## src/rtl/dm_arbiter_pkg.sv

```systemverilog
// Shared encodings and lane helpers for the data-memory arbiter.
// Wordmode, FSM state and owner encodings live here so every user agrees on them.
package dm_arbiter_pkg;

  localparam logic [2:0] WM_WD = 3'd0;
  localparam logic [2:0] WM_HS = 3'd1;
  localparam logic [2:0] WM_HU = 3'd2;
  localparam logic [2:0] WM_BS = 3'd3;
  localparam logic [2:0] WM_BU = 3'd4;

  typedef enum logic [1:0] {
    ST_IDLE = 2'd0,
    ST_ACC  = 2'd1,
    ST_DONE = 2'd2
  } state_e;

  typedef enum logic {
    OWN_CPU = 1'b0,
    OWN_DMA = 1'b1
  } owner_e;

  function automatic logic is_half(input logic [2:0] wm);
    return (wm == WM_HS) || (wm == WM_HU);
  endfunction

  function automatic logic is_byte(input logic [2:0] wm);
    return (wm == WM_BS) || (wm == WM_BU);
  endfunction

  // Unassigned encodings behave as word accesses.
  function automatic logic misaligned(input logic [2:0] wm, input logic [1:0] a);
    if (is_half(wm)) return a[0];
    if (is_byte(wm)) return 1'b0;
    return a != 2'b00;
  endfunction

  function automatic logic [3:0] byte_en(input logic [2:0] wm, input logic [1:0] a);
    if (is_half(wm)) return a[1] ? 4'b1100 : 4'b0011;
    if (is_byte(wm)) return 4'b0001 << a;
    return 4'b1111;
  endfunction

  function automatic logic [31:0] rep_wdata(input logic [2:0] wm, input logic [31:0] d);
    if (is_half(wm)) return {2{d[15:0]}};
    if (is_byte(wm)) return {4{d[7:0]}};
    return d;
  endfunction

endpackage

```

## src/rtl/dm_lane_ext.sv

```systemverilog
// Selects the addressed lane of a RAM word and zero/sign-extends it to 32 bits.
module dm_lane_ext
  import dm_arbiter_pkg::*;
(
  input  logic [2:0]  wordmode_i,
  input  logic [1:0]  addr_i,
  input  logic [31:0] raw_i,
  output logic [31:0] data_o
);

  logic [15:0] half;
  logic [7:0]  byte_l;

  always_comb begin
    half   = addr_i[1] ? raw_i[31:16] : raw_i[15:0];
    byte_l = raw_i[{addr_i, 3'b000} +: 8];
    case (wordmode_i)
      WM_HS:   data_o = {{16{half[15]}}, half};
      WM_HU:   data_o = {16'h0000, half};
      WM_BS:   data_o = {{24{byte_l[7]}}, byte_l};
      WM_BU:   data_o = {24'h000000, byte_l};
      default: data_o = raw_i;
    endcase
  end

endmodule

```

## src/rtl/dm_arbiter.sv

```systemverilog
// Round-robin arbiter between the MEM stage and a word-only DMA master in front of a
// single-port data RAM; sequences the access, shapes store lanes and extends load data.
module dm_arbiter
  import dm_arbiter_pkg::*;
#(
  parameter int unsigned WAIT_CYCLES = 2,
  parameter int unsigned ADDR_W      = 32
) (
  input  logic              clk_i,
  input  logic              rst_i,
  input  logic              cpu_req_i,
  input  logic              cpu_we_i,
  input  logic [ADDR_W-1:0] cpu_addr_i,
  input  logic [2:0]        cpu_wordmode_i,
  input  logic [31:0]       cpu_wdata_i,
  output logic [31:0]       cpu_rdata_o,
  output logic              cpu_done_o,
  output logic              cpu_stall_o,
  output logic              cpu_exc_o,
  input  logic              dma_req_i,
  input  logic              dma_we_i,
  input  logic [ADDR_W-1:0] dma_addr_i,
  input  logic [31:0]       dma_wdata_i,
  output logic [31:0]       dma_rdata_o,
  output logic              dma_done_o,
  output logic              mem_en_o,
  output logic [3:0]        mem_be_o,
  output logic [ADDR_W-1:0] mem_addr_o,
  output logic [31:0]       mem_wdata_o,
  input  logic [31:0]       mem_rdata_i
);

  localparam logic [3:0] LastCnt = 4'(WAIT_CYCLES - 1);

  state_e            state_q;
  owner_e            owner_q;
  owner_e            last_owner_q;
  logic              we_q;
  logic [ADDR_W-1:0] addr_q;
  logic [2:0]        wm_q;
  logic [3:0]        be_q;
  logic [31:0]       wdata_q;
  logic [3:0]        cnt_q;
  logic [31:0]       cpu_rdata_q;
  logic [31:0]       dma_rdata_q;

  logic        idle, acc, last_acc;
  logic        cpu_mis, cpu_pick, grant_cpu, grant_dma;
  logic [31:0] ext_data;

  // CPU is preferred unless it owned the previous access and the DMA is also waiting.
  always_comb begin
    idle      = (state_q == ST_IDLE);
    acc       = (state_q == ST_ACC);
    last_acc  = acc && (we_q || (cnt_q == LastCnt));
    cpu_mis   = misaligned(cpu_wordmode_i, cpu_addr_i[1:0]);
    cpu_pick  = cpu_req_i && (!dma_req_i || (last_owner_q == OWN_DMA));
    grant_cpu = idle && cpu_pick && !cpu_mis;
    grant_dma = idle && dma_req_i && !cpu_pick;
  end

  dm_lane_ext u_lane_ext (
    .wordmode_i (wm_q),
    .addr_i     (addr_q[1:0]),
    .raw_i      (mem_rdata_i),
    .data_o     (ext_data)
  );

  always_ff @(posedge clk_i or posedge rst_i) begin
    if (rst_i) begin
      state_q      <= ST_IDLE;
      owner_q      <= OWN_DMA;
      last_owner_q <= OWN_DMA;
      we_q         <= 1'b0;
      addr_q       <= '0;
      wm_q         <= WM_WD;
      be_q         <= 4'b0000;
      wdata_q      <= '0;
      cnt_q        <= 4'd0;
      cpu_rdata_q  <= '0;
      dma_rdata_q  <= '0;
    end else begin
      case (state_q)
        ST_IDLE: begin
          cnt_q <= 4'd0;
          if (grant_cpu) begin
            owner_q      <= OWN_CPU;
            last_owner_q <= OWN_CPU;
            we_q         <= cpu_we_i;
            addr_q       <= cpu_addr_i;
            wm_q         <= cpu_wordmode_i;
            be_q         <= byte_en(cpu_wordmode_i, cpu_addr_i[1:0]);
            wdata_q      <= rep_wdata(cpu_wordmode_i, cpu_wdata_i);
            state_q      <= ST_ACC;
          end else if (grant_dma) begin
            owner_q      <= OWN_DMA;
            last_owner_q <= OWN_DMA;
            we_q         <= dma_we_i;
            addr_q       <= dma_addr_i;
            wm_q         <= WM_WD;
            be_q         <= 4'b1111;
            wdata_q      <= dma_wdata_i;
            state_q      <= ST_ACC;
          end
        end
        ST_ACC: begin
          if (last_acc) begin
            state_q <= ST_DONE;
            if (!we_q) begin
              if (owner_q == OWN_CPU) cpu_rdata_q <= ext_data;
              else                    dma_rdata_q <= mem_rdata_i;
            end
          end else begin
            cnt_q <= cnt_q + 4'd1;
          end
        end
        ST_DONE: state_q <= ST_IDLE;
        default: state_q <= ST_IDLE;
      endcase
    end
  end

  // RAM strobes are decoded from state so a reset removes them within the same cycle.
  assign mem_en_o    = acc;
  assign mem_be_o    = (acc && we_q) ? be_q : 4'b0000;
  assign mem_addr_o  = acc ? {addr_q[ADDR_W-1:2], 2'b00} : '0;
  assign mem_wdata_o = (acc && we_q) ? wdata_q : '0;

  assign cpu_done_o  = (state_q == ST_DONE) && (owner_q == OWN_CPU);
  assign dma_done_o  = (state_q == ST_DONE) && (owner_q == OWN_DMA);
  assign cpu_rdata_o = cpu_rdata_q;
  assign dma_rdata_o = dma_rdata_q;

  assign cpu_exc_o   = !rst_i && idle && cpu_pick && cpu_mis;
  assign cpu_stall_o = !rst_i && cpu_req_i && !cpu_done_o && !cpu_exc_o;

endmodule

```

## config.mk

```make
export PLATFORM = sky130hd
export DESIGN_NAME = dm_arbiter
export DESIGN_NICKNAME = d
export VERILOG_FILES = /design/src/rtl/dm_arbiter_pkg.sv /design/src/rtl/dm_lane_ext.sv /design/src/rtl/dm_arbiter.sv
export SDC_FILE = /design/constraint.sdc
export NUM_CORES = 1
export LEC_CHECK = 0
export CAP_MARGIN = 20
export CORE_MARGIN = 3
export CORE_UTILIZATION = 48
export CTS_CLUSTER_SIZE = 14
export DETAILED_ROUTE_END_ITERATION = 6
export GPL_ROUTABILITY_DRIVEN = 0
export PLACE_DENSITY = 0.87
export RECOVER_POWER = 100
export SLEW_MARGIN = 0
export SYNTH_ARGS = -nofsm -noshare
export SYNTH_HDL_FRONTEND = slang
export SYNTH_SLANG_ARGS = --single-unit
```

## constraint.sdc

```tcl
create_clock -name clk_i -period 13.68 [get_ports clk_i]
set_input_delay 2.736 -clock clk_i [delete_from_list [all_inputs] [get_ports clk_i]]
set_output_delay 2.736 -clock clk_i [all_outputs]
set_load 0.01 [all_outputs]
```

## Yosys cells after proc, flatten, opt, wreduce, memory -nomap -nowiden

Cells that the tools add are included.

| operators by class | value |
|---|---|
| mux-type cells | 44 |
| equal/unequal tests | 14 |
| shift operators | 2 |
| add/subtract/negate cells | 1 |
| bitwise logic cells | 2 |
| reductions and logical operators | 34 |

Operator list:

| operator | number |
|---|---|
| $mux 32 | 10 |
| $pmux 32 s4 | 1 |
| $mux 4 | 9 |
| $shiftx 32x6->8 | 1 |
| $mux 1 | 16 |
| $mux 16 | 1 |
| $logic_and 1x1->1 | 15 |
| $eq 3x2->1 const B | 4 |
| $pmux 4 s2 | 1 |
| $reduce_and 4->1 | 2 |
| $eq 3x1->1 const B | 2 |
| $eq 3x3->1 const B | 2 |
| $logic_not 1->1 | 6 |
| $mux 2 | 3 |
| $mux 3 | 2 |
| $reduce_and 2->1 | 3 |
| $reduce_bool 2->1 | 3 |
| $add 4x1->4 const B | 1 |
| $eq 4x1->1 const B | 1 |
| $logic_or 1x1->1 | 4 |
| $pmux 2 s2 | 1 |
| $shl 1x2->4 const A | 1 |
| $ne 3x1->1 const B | 1 |
| $eq 2x1->1 const B | 1 |
| 5 further kinds | 6 |

| word-level totals | value |
|---|---|
| output and inout bits | 137 |
| register bits after elaboration | 143 |
| bits of input ports | 169 |

## Longest topological paths before layout

Gate-level depths: netlist of the first run.

| logic depth | value |
|---|---|
| word-level depth | 16 |
| mapped depth | 9 |
| gate-level depth less buffers | 7 |

## Hierarchy

Synthesis of the first run repeated with hierarchy kept, for this count alone.

| second synthesis, totals | value |
|---|---|
| cells, all modules | 829 |
| area, all modules | 7,853.8 µm² |

By module, submodules not included:

| module | cells an instance | times used | area an instance (µm²) |
|---|---|---|---|
| dm_arbiter | 708 | 1 | 6,991.7 |
| dm_lane_ext | 121 | 1 | 862.1 |

## Least setup slack after synthesis of the first run

No wires, ideal clock.

| timing | value |
|---|---|
| kind | input to output |
| start | in cpu_wordmode_i[0] |
| end | out cpu_stall_o |
| path buffers | 1 |
| slack | 7.047 ns |
| arrival | 3.897 ns |
| cell stages on the path | 6 |
| path through | buf_2 nor2_1 or3_1 nand3_1 nor2_1 nor4b_1 |

| between the ends | value |
|---|---|
| word-level cells in the longest chain between the ends | 9 |

RTL lines:

| element | line | source |
|---|---|---|
| start: declaration | dm_arbiter.sv:14 | `input logic [2:0] cpu_wordmode_i,` |
| $eq 3x2->1 / $eq 3x3->1 (equally long branches) | dm_arbiter_pkg.sv:27 | `return (wm == WM_BS) \|\| (wm == WM_BU);` |
| $logic_or 1x1->1 | dm_arbiter_pkg.sv:27 |  |
| $mux 1 (2 in a row) | dm_arbiter_pkg.sv:33 | `if (is_byte(wm)) return 1'b0;` |
| $mux 1 | dm_arbiter_pkg.sv:34 | `return a != 2'b00;` |
| $mux 1 (*) | dm_arbiter_pkg.sv:33 |  |
| $logic_and 1x1->1 (*) | dm_arbiter.sv:134 | `assign cpu_exc_o = !rst_i && idle && cpu_pick && cpu_mis;` |
| $logic_not 1->1 (*) | dm_arbiter.sv:135 | `assign cpu_stall_o = !rst_i && cpu_req_i && !cpu_done_o && !cpu_exc_o;` |
| $logic_and 1x1->1 (*) | dm_arbiter.sv:135 |  |
| end: declaration | dm_arbiter.sv:18 | `output logic cpu_stall_o,` |

Every way passes the cells marked *; elsewhere a longest branch is shown, timed or not. The select of a mux whose other input is x is not followed.

==> results of run 1 <==
Yosys cell counts (all sizes together), types with 12 or more instances:
cell and instances:
a21oi 52, a22oi 13, a31oi 37, and2 30
and3 45, buf 12, clkbuf 62, dfrtp 142
mux2 31, mux2i 18, nand2 149, nor2 90
nor3 17, o21ai 26, o221ai 15, o22ai 25
cell families (layout without fill, tap and decap cells):
kind of cell,Yosys count,after routing,synth area share
and+or+nand+nor,363,363,0.217
buffers and inverters,84,353,0.0446
adders and majority gates,2,2,0.00327
muxes,50,50,0.0721
DFF,143,143,0.468
other,1,2,0.000490
xor gates and xnor gates,6,6,0.00785
AOI/OAI and AO/OA,213,213,0.187
power groups by stage:
stage	registers (mW)	logic [mW]	clock network, mW
2_1_floorplan	0.770	0.636	0
3_3_place_gp	0.774	1.17	0
3_5_place_dp	0.784	1.20	0
4_1_cts	0.780	1.21	0.505
5_1_grt	0.806	1.24	0.523
6_report	0.780	1.15	0.501
metal layers:
metal	part of all wire	track usage
met2	0.50	0.494
met3	0.098	0.0809
met5	0.0012	0
met1	0.37	0.353
met4	0.031	0.103
through the flow:
step	std cells	power (mW)	instance area [µm²]
after floorplan	863	1.41	7660
after global placement	1312	1.95	10800
after detailed placement	1312	1.99	10800
after CTS	1343	2.49	11400
after global routing	1343	2.57	11300
final	1343	2.43	11300
sequential cells by signal (all words and copies together), names as in the netlist, 2 cells and up:
register / flops
addr_q: 32
cpu_rdata_o: 32
dma_rdata_o: 32
wdata_q: 32
be_q: 4
cnt_q: 4
wm_q: 3
state_q: 2
area by class of cell:
type	count	area share
multi-input cells	636	0.329
flip-flops and latches	143	0.316
repair buffers	312	0.273
clock buffers	22	0.0418
well taps	211	0.0233
clock inverters	9	0.0138
inverters	10	0.00342
how the worst max path moves through the flow:
stage / from / endpoint / slack (ns)
6_report: rst_i / cpu_rdata_o[14]$_DFFE_PP0P_ / 5.13
2_1_floorplan: cpu_wordmode_i[0] / cpu_stall_o / 7.05
3_3_place_gp: cpu_wordmode_i[1] / cpu_stall_o / 5.46
3_5_place_dp: cpu_wordmode_i[1] / cpu_stall_o / 5.38
5_1_grt: rst_i / cpu_rdata_o[29]$_DFFE_PP0P_ / 3.92
4_1_cts: cpu_wordmode_i[1] / cpu_stall_o / 5.32
worst min-delay path: cells and delay by family, from the launching register on:
kind	cells	cell delay, ns
simple gates	1	0.05
flops	1	0.34
compound gates	1	0.06
==> results.txt, run 1 <==
Status - finished with violations
Failing checks - design-rule violations, max-capacitance violations, max-slew violations
First-pass DRT Iterations - 7
Post-CTS setup buffers - 0
Pwr per Cell Area - 214 nW/µm²
Commonest non-fill, non-tap cell in the layout - clkdlybuf4s50_1
IO buf count - 303
Netlist cell types - 54
Setup TNS - 0 ns
Sw frac - 0.375
HP Start - dma_rdata_o[21]$_DFFE_PP0P_
Vias in the first global route - 7589
Crit-path max cell delay - 2.98 ns
Leakage - 4.94 nW
Min-delay worst type - flop to flop
Fraction of layout cells with a size suffix above 1 - 0.0777
EDFF count, synth - 0
Sequential area share after synthesis - 0.468
Seq cells post-synth - 143
Worst Skew - 0.0119 ns
WP data required - 13.26 ns
Die ar. - 17500 µm²
Area contributors post-synth - dfrtp_1 (46%), nand2_1 (7.3%), mux2_2 (4.6%), nor2_1 (4.4%), and3_1 (3.7%)
Wirelength, routed - 26.1 mm
Synth top area share - 0.464
Syn avg cell area - 8.88 µm²
Synth async-reset ratio - 1.00
Critical Path AT - 8.13 ns
First-pass GRT wire length - 40.6 mm
Worst-Skew Late Latency - 0.43 ns
Vias/cell - 5.87
Bufs on Longest Clock Path - 2
Commonest non-fill, non-tap cells in the layout - clkdlybuf4s50_1 (157), nand2_1 (149), dlygate4sd3_1 (146), dfrtp_1 (142), nor2_1 (90)
Setup ws final - 5.13 ns
Post_cts resized - 0
DRC Markers - 2
Fmax - 117 MHz
Htree depth - 4
Gate power share - 0.473
Max transition margin - -1.71
Total Nets Final - 1291
CP endpoint kind - asynchronous set/reset pin
R2r worst-path depth - 5
Clock transition at path regs - 0.06 ns
Post-layout util - 0.735
Hold violation count in the final report - 0
Post-Syn Instances - 862
CTS Hold Bufs - 0
Worst Path Max Fanout - 77
Kind of critical path - input pin to asynchronous set/reset pin
Top Family by Delay on Critical Path - buffers and inverters
Period utilization - 0.625
Overall routing resource usage - 0.289
Die X - 132 µm
Clock share of power - 0.206
Switching Power - 0.912 mW
# IOs - 306
Final worst path period need - 8.55 ns
Worst r2r src - state_q[0]$_DFFE_PP0P_
Internal - 1.52 mW
Reg-to-reg setup timing slack - 8.96 ns
Die Span Y - 132 µm
Rows - 45
TritonCTS clock tree - done
Clock sinks - 143
Mapped cell area - 7660 µm²
Initial antenna violation count - 2
Critical path depth - 3
RSZ-0062 raised after global routing - false
Area growth syn-to-layout - 48.1%
Hold Slack - 0.479 ns
Setup slack at placement - 5.38 ns
Cts bufs inserted - 17
Multi-input logic area - 3730 µm²
Maximum vdd drop - 0.103 mV
Pins Over Slew Limit - 353
CP max-delay cell - clkbuf_1
Reg area - 3580 µm²
Final setup vio count - 0
Crit path cell chain - dlygate4sd3_1 -> clkinvlp_2 -> clkbuf_1
Final-layout fill cell count - 1171
Startpoint Class - input pin
Least-Margin Pin Slew - 4.07 ns
Yosys warns - 0
Hold path endpoint - dma_rdata_o[21]$_DFFE_PP0P_
Max-Cap Viols - 5
Part of the power in registers - 0.321
Bufs and invs on worst path - 3
DRT antenna net count - 0
Reg-to-Reg End - wdata_q[8]$_DFFE_PP0P_
Clock Tree Root - clkbuf_16
Total number of vias - 7889
Area leader, netlist - dfrtp_1
Synth Flop Type - dfrtp_1
Largest net degree at the start of global routing - 97
Total gr overflow - 0
Core Region - 15400 µm²
Initial Utilization - 0.496
WL/cell - 19.4 µm
1st-iter DRT viols - 784
HPWL after DPL - 18.1 mm
Inserted Diodes - 0
Hold Path Stages - 2
Note: power is estimated with default switching activity, not from simulation.
==> run 2: changes to the inputs <==
--- a/config.mk
+++ b/config.mk
@@ -7,11 +7,11 @@
 export LEC_CHECK = 0
 export CAP_MARGIN = 20
 export CORE_MARGIN = 3
-export CORE_UTILIZATION = 48
+export CORE_UTILIZATION = 40
 export CTS_CLUSTER_SIZE = 14
 export DETAILED_ROUTE_END_ITERATION = 6
 export GPL_ROUTABILITY_DRIVEN = 0
-export PLACE_DENSITY = 0.87
+export PLACE_DENSITY = 0.78
 export RECOVER_POWER = 100
 export SLEW_MARGIN = 0
 export SYNTH_ARGS = -nofsm -noshare
==> constraint.sdc (replaced) <==
create_clock -name clk_i -period 7.1 [get_ports clk_i]
set_input_delay 1.42 -clock clk_i [delete_from_list [all_inputs] [get_ports clk_i]]
set_output_delay 1.42 -clock clk_i [all_outputs]
set_load 0.01 [all_outputs]
==> results.txt, run 2 (same netlist as run 1, synthesis figures left out) <==
CTS Hold Bufs - 0 (unchanged)
Top Family by Delay on Critical Path - buffers and inverters (unchanged)
Htree depth - 4 (unchanged)
Initial Utilization - 0.416 (was 0.496)
Vias/cell - 5.66 (was 5.87)
Overall routing resource usage - 0.244 (was 0.289)
Pwr per Cell Area - 407 nW/µm² (was 214 nW/µm²)
Worst Skew - 0.00758 ns (was 0.0119 ns)
IO buf count - 303 (unchanged)
Die X - 144 µm (was 132 µm)
Total number of vias - 7738 (was 7889)
Least-Margin Pin Slew - 3.61 ns (was 4.07 ns)
CP endpoint kind - output pin (was asynchronous set/reset pin)
# IOs - 306 (unchanged)
Max transition margin - -1.42 (was -1.71)
Min-delay worst type - flop to flop (unchanged)
Placed cells - 1333 (was 1312)
Crit path cell chain - dlygate4sd3_1 -> nor2_1 -> a21oi_1 -> nand3_1 -> nor2_1 -> nor4b_1 -> dlygate4sd3_1 (was dlygate4sd3_1 -> clkinvlp_2 -> clkbuf_1)
Wirelength, routed - 26.4 mm (was 26.1 mm)
Period utilization - 0.804
Startpoint Class - input pin (unchanged)
Post_cts resized - 0 (unchanged)
Area growth syn-to-layout - 48.5% (was 48.1%)
First-pass GRT wire length - 40.1 mm (was 40.6 mm)
Max-Cap Viols - 6 (was 5)
Commonest non-fill, non-tap cells in the layout - clkdlybuf4s50_1 (181), nand2_1 (149), dfrtp_1 (142), dlygate4sd3_1 (122), nor2_1 (90) (was clkdlybuf4s50_1 (157), nand2_1 (149), dlygate4sd3_1 (146), dfrtp_1 (142), nor2_1 (90))
CP max-delay cell - nor2_1 (was clkbuf_1)
Hold Slack - 0.482 ns (was 0.479 ns)
Clock transition at path regs - 0.06 ns (about the same)
Maximum vdd drop - 0.175 mV (was 0.103 mV)
Final setup vio count - 0 (unchanged)
Hold violation count in the final report - 0 (unchanged)
Fmax - 175 MHz
Leakage - 4.93 nW (was 4.94 nW)
Power Total - 4.63 mW (was 2.43 mW)
1st-iter DRT viols - 620 (was 784)
Worst Path Max Fanout - 13 (was 77)
Die ar. - 20800 µm² (was 17500 µm²)
Final non-filler cell total - 1366 (was 1343)
Clock sinks - 143 (unchanged)
Final worst path period need - 5.71 ns
Total Nets Final - 1295 (was 1291)
Rows - 49 (was 45)
Kind of critical path - input pin to output pin (was input pin to asynchronous set/reset pin)
First-pass DRT Iterations - 6 (was 7)
WP data required - 5.68 ns (was 13.26 ns)
Largest net degree at the start of global routing - 96 (was 97)
Post-CTS setup buffers - 0 (unchanged)
Initial antenna violation count - 1 (was 2)
HPWL after DPL - 18.5 mm (was 18.1 mm)
Bufs and invs on worst path - 2 (was 3)
Status - finished with violations (unchanged)
Commonest non-fill, non-tap cell in the layout - clkdlybuf4s50_1 (unchanged)
Clock Tree Root - clkbuf_16 (unchanged)
Fraction of layout cells with a size suffix above 1 - 0.0818 (was 0.0777)
Setup TNS - 0 ns (unchanged)
Cts bufs inserted - 17 (unchanged)
Critical Path AT - 4.29 ns (was 8.13 ns)
Failing checks - max-capacitance violations, max-slew violations (was design-rule violations, max-capacitance violations, max-slew violations)
WL/cell - 19.3 µm (was 19.4 µm)
DRT antenna net count - 0 (unchanged)
Worst-Skew Late Latency - 0.42 ns (was 0.43 ns)
DRC Markers - 0 (was 2)
TritonCTS clock tree - done (unchanged)
Bufs on Longest Clock Path - 2 (unchanged)
Crit-path max cell delay - 0.77 ns (was 2.98 ns)
Inserted Diodes - 0 (unchanged)
Vias in the first global route - 7400 (was 7589)
Die Span Y - 144 µm (was 132 µm)
Pins Over Slew Limit - 381 (was 353)
Core Region - 18400 µm² (was 15400 µm²)
RSZ-0062 raised after global routing - false (unchanged)
Total gr overflow - 0 (unchanged)
[run 2: cell types whose count changed in the layout (fill, tap and decap cells not counted)]
| cell | previous run | this run |
|---|---|---|
| a31o_1 | 1 | 0 |
| a31o_4 | 0 | 1 |
| buf_4 | 7 | 8 |
| bufinv_16 | 4 | 3 |
| clkbuf_1 | 4 | 5 |
| clkbuf_2 | 0 | 2 |
| clkbuf_8 | 3 | 2 |
| clkdlybuf4s50_1 | 157 | 181 |
| clkinv_2 | 2 | 1 |
| clkinv_4 | 2 | 3 |
| clkinvlp_4 | 0 | 2 |
| dlygate4sd3_1 | 146 | 122 |
| inv_6 | 1 | 2 |
[run 2: worst register-to-register path: cells and delay by family (launching register included)]
family | cells | cell delay (ns)
and+or+nand+nor | 2 | 0.67
DFF | 1 | 0.43
buffers and inverters | 1 | 1.21
AOI/OAI and AO/OA | 3 | 1.19
[run 2: path summary, 6_finish.rpt]
path	end	cells after the start	slack [ns]	start
setup / recovery	cpu_stall_o	7	1.39	cpu_wordmode_i[1]
hold / removal	dma_rdata_o[19]$_DFFE_PP0P_	2	0.48	dma_rdata_o[19]$_DFFE_PP0P_
setup reg to reg	wdata_q[12]$_DFFE_PP0P_	6	3.49	state_q[0]$_DFFE_PP0P_
hold reg to reg	dma_rdata_o[19]$_DFFE_PP0P_	2	0.48	dma_rdata_o[19]$_DFFE_PP0P_
max in group asynchronous	addr_q[8]$_DFFE_PP0P_	3	1.87	rst_i
min in group asynchronous	be_q[1]$_DFFE_PP0P_	2	2.55	rst_i
[run 2: layout make-up]
cell class	instances	area [µm²]
fill	1560	7020
tap	229	287
clock buffer	21	460
sequential	143	3580
clock inverter	11	154
multi-input combinational	636	3740
timing repair buffer	316	3110
inverter	10	38.8
[run 2: power by group]
part / internal (mW) / switching, mW
clock: 0.575 / 0.364
combinational: 1.09 / 1.16
sequential: 1.22 / 0.225
[run 2: metrics by stage]
stage	util	setup slack, ns	area (µm²)
6_report	0.618	1.39	11400
5_1_grt	0.618	0.981	11400
4_1_cts	0.621	1.41	11400
3_5_place_dp	0.588	1.41	10800
3_3_place_gp	0.588	1.52	10800
2_1_floorplan	-	1.84	7660
[run 2: routing by layer]
| metal | vias to the layer above | GRT usage | wire length, µm | share of wire |
|---|---|---|---|---|
| li1 | 3588 | - | - | - |
| met1 | 3679 | 0.306 | 10300 | 0.39 |
| met2 | 405 | 0.392 | 12500 | 0.47 |
| met3 | 64 | 0.0767 | 2730 | 0.10 |
| met4 | 2 | 0.102 | 895 | 0.034 |
| met5 | - | 0 | 18 | 0.00068 |
==> run 3: changes to the inputs <==
--- a/config.mk
+++ b/config.mk
@@ -7,11 +7,11 @@
 export LEC_CHECK = 0
 export CAP_MARGIN = 20
 export CORE_MARGIN = 3
-export CORE_UTILIZATION = 40
+export CORE_UTILIZATION = 44
 export CTS_CLUSTER_SIZE = 14
 export DETAILED_ROUTE_END_ITERATION = 6
 export GPL_ROUTABILITY_DRIVEN = 0
-export PLACE_DENSITY = 0.78
+export PLACE_DENSITY = 0.81
 export RECOVER_POWER = 100
 export SLEW_MARGIN = 0
 export SYNTH_ARGS = -nofsm -noshare
==> constraint.sdc (replaced) <==
create_clock -name clk_i -period 5.85 [get_ports clk_i]
set_input_delay 1.17 -clock clk_i [delete_from_list [all_inputs] [get_ports clk_i]]
set_output_delay 1.17 -clock clk_i [all_outputs]
set_load 0.01 [all_outputs]
==> results.txt, run 3 (same netlist as run 1, synthesis figures left out) <==
Max transition margin - -0.550 (was -1.42)
Least-Margin Pin Slew - 2.33 ns (was 3.61 ns)
Failing checks - max-capacitance violations, max-slew violations (unchanged)
DRT antenna net count - 0 (unchanged)
HPWL after DPL - 18.5 mm (about the same)
Setup ws final - 0.736 ns (was 1.39 ns)
First-pass DRT Iterations - 6 (unchanged)
Startpoint Class - input pin (unchanged)
Worst Path Max Fanout - 13 (unchanged)
Cts bufs inserted - 17 (unchanged)
Final setup vio count - 0 (unchanged)
Clock Tree Root - clkbuf_16 (unchanged)
Setup slack at placement - 0.830 ns (was 1.41 ns)
Post_cts resized - 0 (unchanged)
Critical Path AT - 3.94 ns (was 4.29 ns)
Maximum vdd drop - 0.225 mV (was 0.175 mV)
Commonest non-fill, non-tap cell in the layout - clkdlybuf4s50_1 (unchanged)
Reg-to-reg setup timing slack - 2.46 ns (was 3.49 ns)
Hold violation count in the final report - 0 (unchanged)
Vias/cell - 5.71 (was 5.66)
RSZ-0062 raised after global routing - false (unchanged)
Kind of critical path - input pin to output pin (unchanged)
Worst Skew - 0.00705 ns (was 0.00758 ns)
TritonCTS clock tree - done (unchanged)
Post-CTS setup buffers - 0 (unchanged)
Clock sinks - 143 (unchanged)
Wirelength, routed - 26.4 mm (about the same)
Bufs on Longest Clock Path - 2 (unchanged)
# IOs - 306 (unchanged)
Fmax - 196 MHz
Pwr per Cell Area - 502 nW/µm² (was 407 nW/µm²)
Setup TNS - 0 ns (unchanged)
Htree depth - 4 (unchanged)
Pins Over Slew Limit - 394 (was 381)
Overall routing resource usage - 0.272 (was 0.244)
Status - finished with violations (unchanged)
CP endpoint kind - output pin (unchanged)
Leakage - 4.96 nW (was 4.93 nW)
First-pass GRT wire length - 40.2 mm (was 40.1 mm)
Total Nets Final - 1293 (was 1295)
Largest net degree at the start of global routing - 107 (was 96)
Period utilization - 0.874
Max-Cap Viols - 7 (was 6)
WP data required - 4.68 ns (was 5.68 ns)
Final worst path period need - 5.11 ns
Inserted Diodes - 0 (unchanged)
Rows - 47 (was 49)
Final-layout fill cell count - 1379 (was 1560)
Fraction of layout cells with a size suffix above 1 - 0.0784 (was 0.0818)
Multi-input logic area - 3730 µm² (was 3740 µm²)
IO buf count - 303 (unchanged)
1st-iter DRT viols - 801 (was 620)
Total gr overflow - 0 (unchanged)
CTS Hold Bufs - 0 (unchanged)
Die X - 138 µm (was 144 µm)
Min-delay worst type - flop to flop (unchanged)
Commonest non-fill, non-tap cells in the layout - clkdlybuf4s50_1 (182), nand2_1 (149), dfrtp_1 (142), dlygate4sd3_1 (121), nor2_1 (90) (was clkdlybuf4s50_1 (181), nand2_1 (149), dfrtp_1 (142), dlygate4sd3_1 (122), nor2_1 (90))
Initial Utilization - 0.455 (was 0.416)
Total number of vias - 7739 (was 7738)
WL/cell - 19.5 µm (was 19.3 µm)
Area growth syn-to-layout - 49.1% (was 48.5%)
Die ar. - 19000 µm² (was 20800 µm²)
Vias in the first global route - 7514 (was 7400)
Die Span Y - 138 µm (was 144 µm)
Initial antenna violation count - 2 (was 1)
Core Region - 16800 µm² (was 18400 µm²)
Worst-Skew Late Latency - 0.42 ns (about the same)
DRC Markers - 0 (unchanged)
Clock transition at path regs - 0.06 ns (about the same)
Reg area - 3580 µm² (unchanged)
[run 3: cell type report]
| cell class | count | area share |
|---|---|---|
| Multi-Input combinational cell | 636 | 0.327 |
| Clock buffer | 19 | 0.0379 |
| Inverter | 10 | 0.00362 |
| Tap cell | 220 | 0.0241 |
| Timing Repair Buffer | 314 | 0.273 |
| Clock inverter | 13 | 0.0206 |
| Sequential cell | 143 | 0.314 |
[run 3: worst max-delay path, cell delays in order]
cell	delay, ns
dlygate4sd3_1	0.83
nor2b_1	0.66
nand2_1	0.22
nand3_1	0.14
nor2_1	0.06
nor4b_1	0.21
dlygate4sd3_1	0.65
[run 3: per-stage QoR]
stage / hold slack [ns] / cell area (µm²) / util / instances / power [mW]
after floorplan: 0.467 / 7660 / - / 863 / 3.29
after detailed placement: 0.471 / 10800 / 0.643 / 1322 / 4.64
after CTS: 0.484 / 11500 / 0.682 / 1354 / 5.92
after global placement: 0.461 / 10800 / 0.641 / 1321 / 4.55
final: 0.481 / 11400 / 0.679 / 1355 / 5.73
after global routing: 0.510 / 11400 / 0.679 / 1355 / 6.10
[run 3: worst paths after layout]
| path | endpoint | start | cells after the start |
|---|---|---|---|
| min in group asynchronous | cnt_q[1]$_DFFE_PP0P_ | rst_i | 2 |
| worst min register to register | dma_rdata_o[19]$_DFFE_PP0P_ | dma_rdata_o[19]$_DFFE_PP0P_ | 2 |
| worst min-delay path | dma_rdata_o[19]$_DFFE_PP0P_ | dma_rdata_o[19]$_DFFE_PP0P_ | 2 |
| worst max register to register | wdata_q[12]$_DFFE_PP0P_ | state_q[1]$_DFFE_PP0P_ | 5 |
| max in group asynchronous | dma_rdata_o[25]$_DFFE_PP0P_ | rst_i | 3 |
| worst max-delay path | cpu_stall_o | cpu_wordmode_i[1] | 7 |
[run 3: layer usage]
metal,global-route usage,up-vias,part of all wire
li1,-,3589,-
met1,0.328,3667,0.38
met2,0.451,400,0.48
met3,0.0835,79,0.099
met4,0.118,4,0.044
met5,0,-,0.0010
[run 3: report_power, final]
group	switching, mW	internal (mW)	total, mW
Combinational	1.35	1.32	2.67
Clock	0.443	0.804	1.25
Sequential	0.339	1.48	1.82
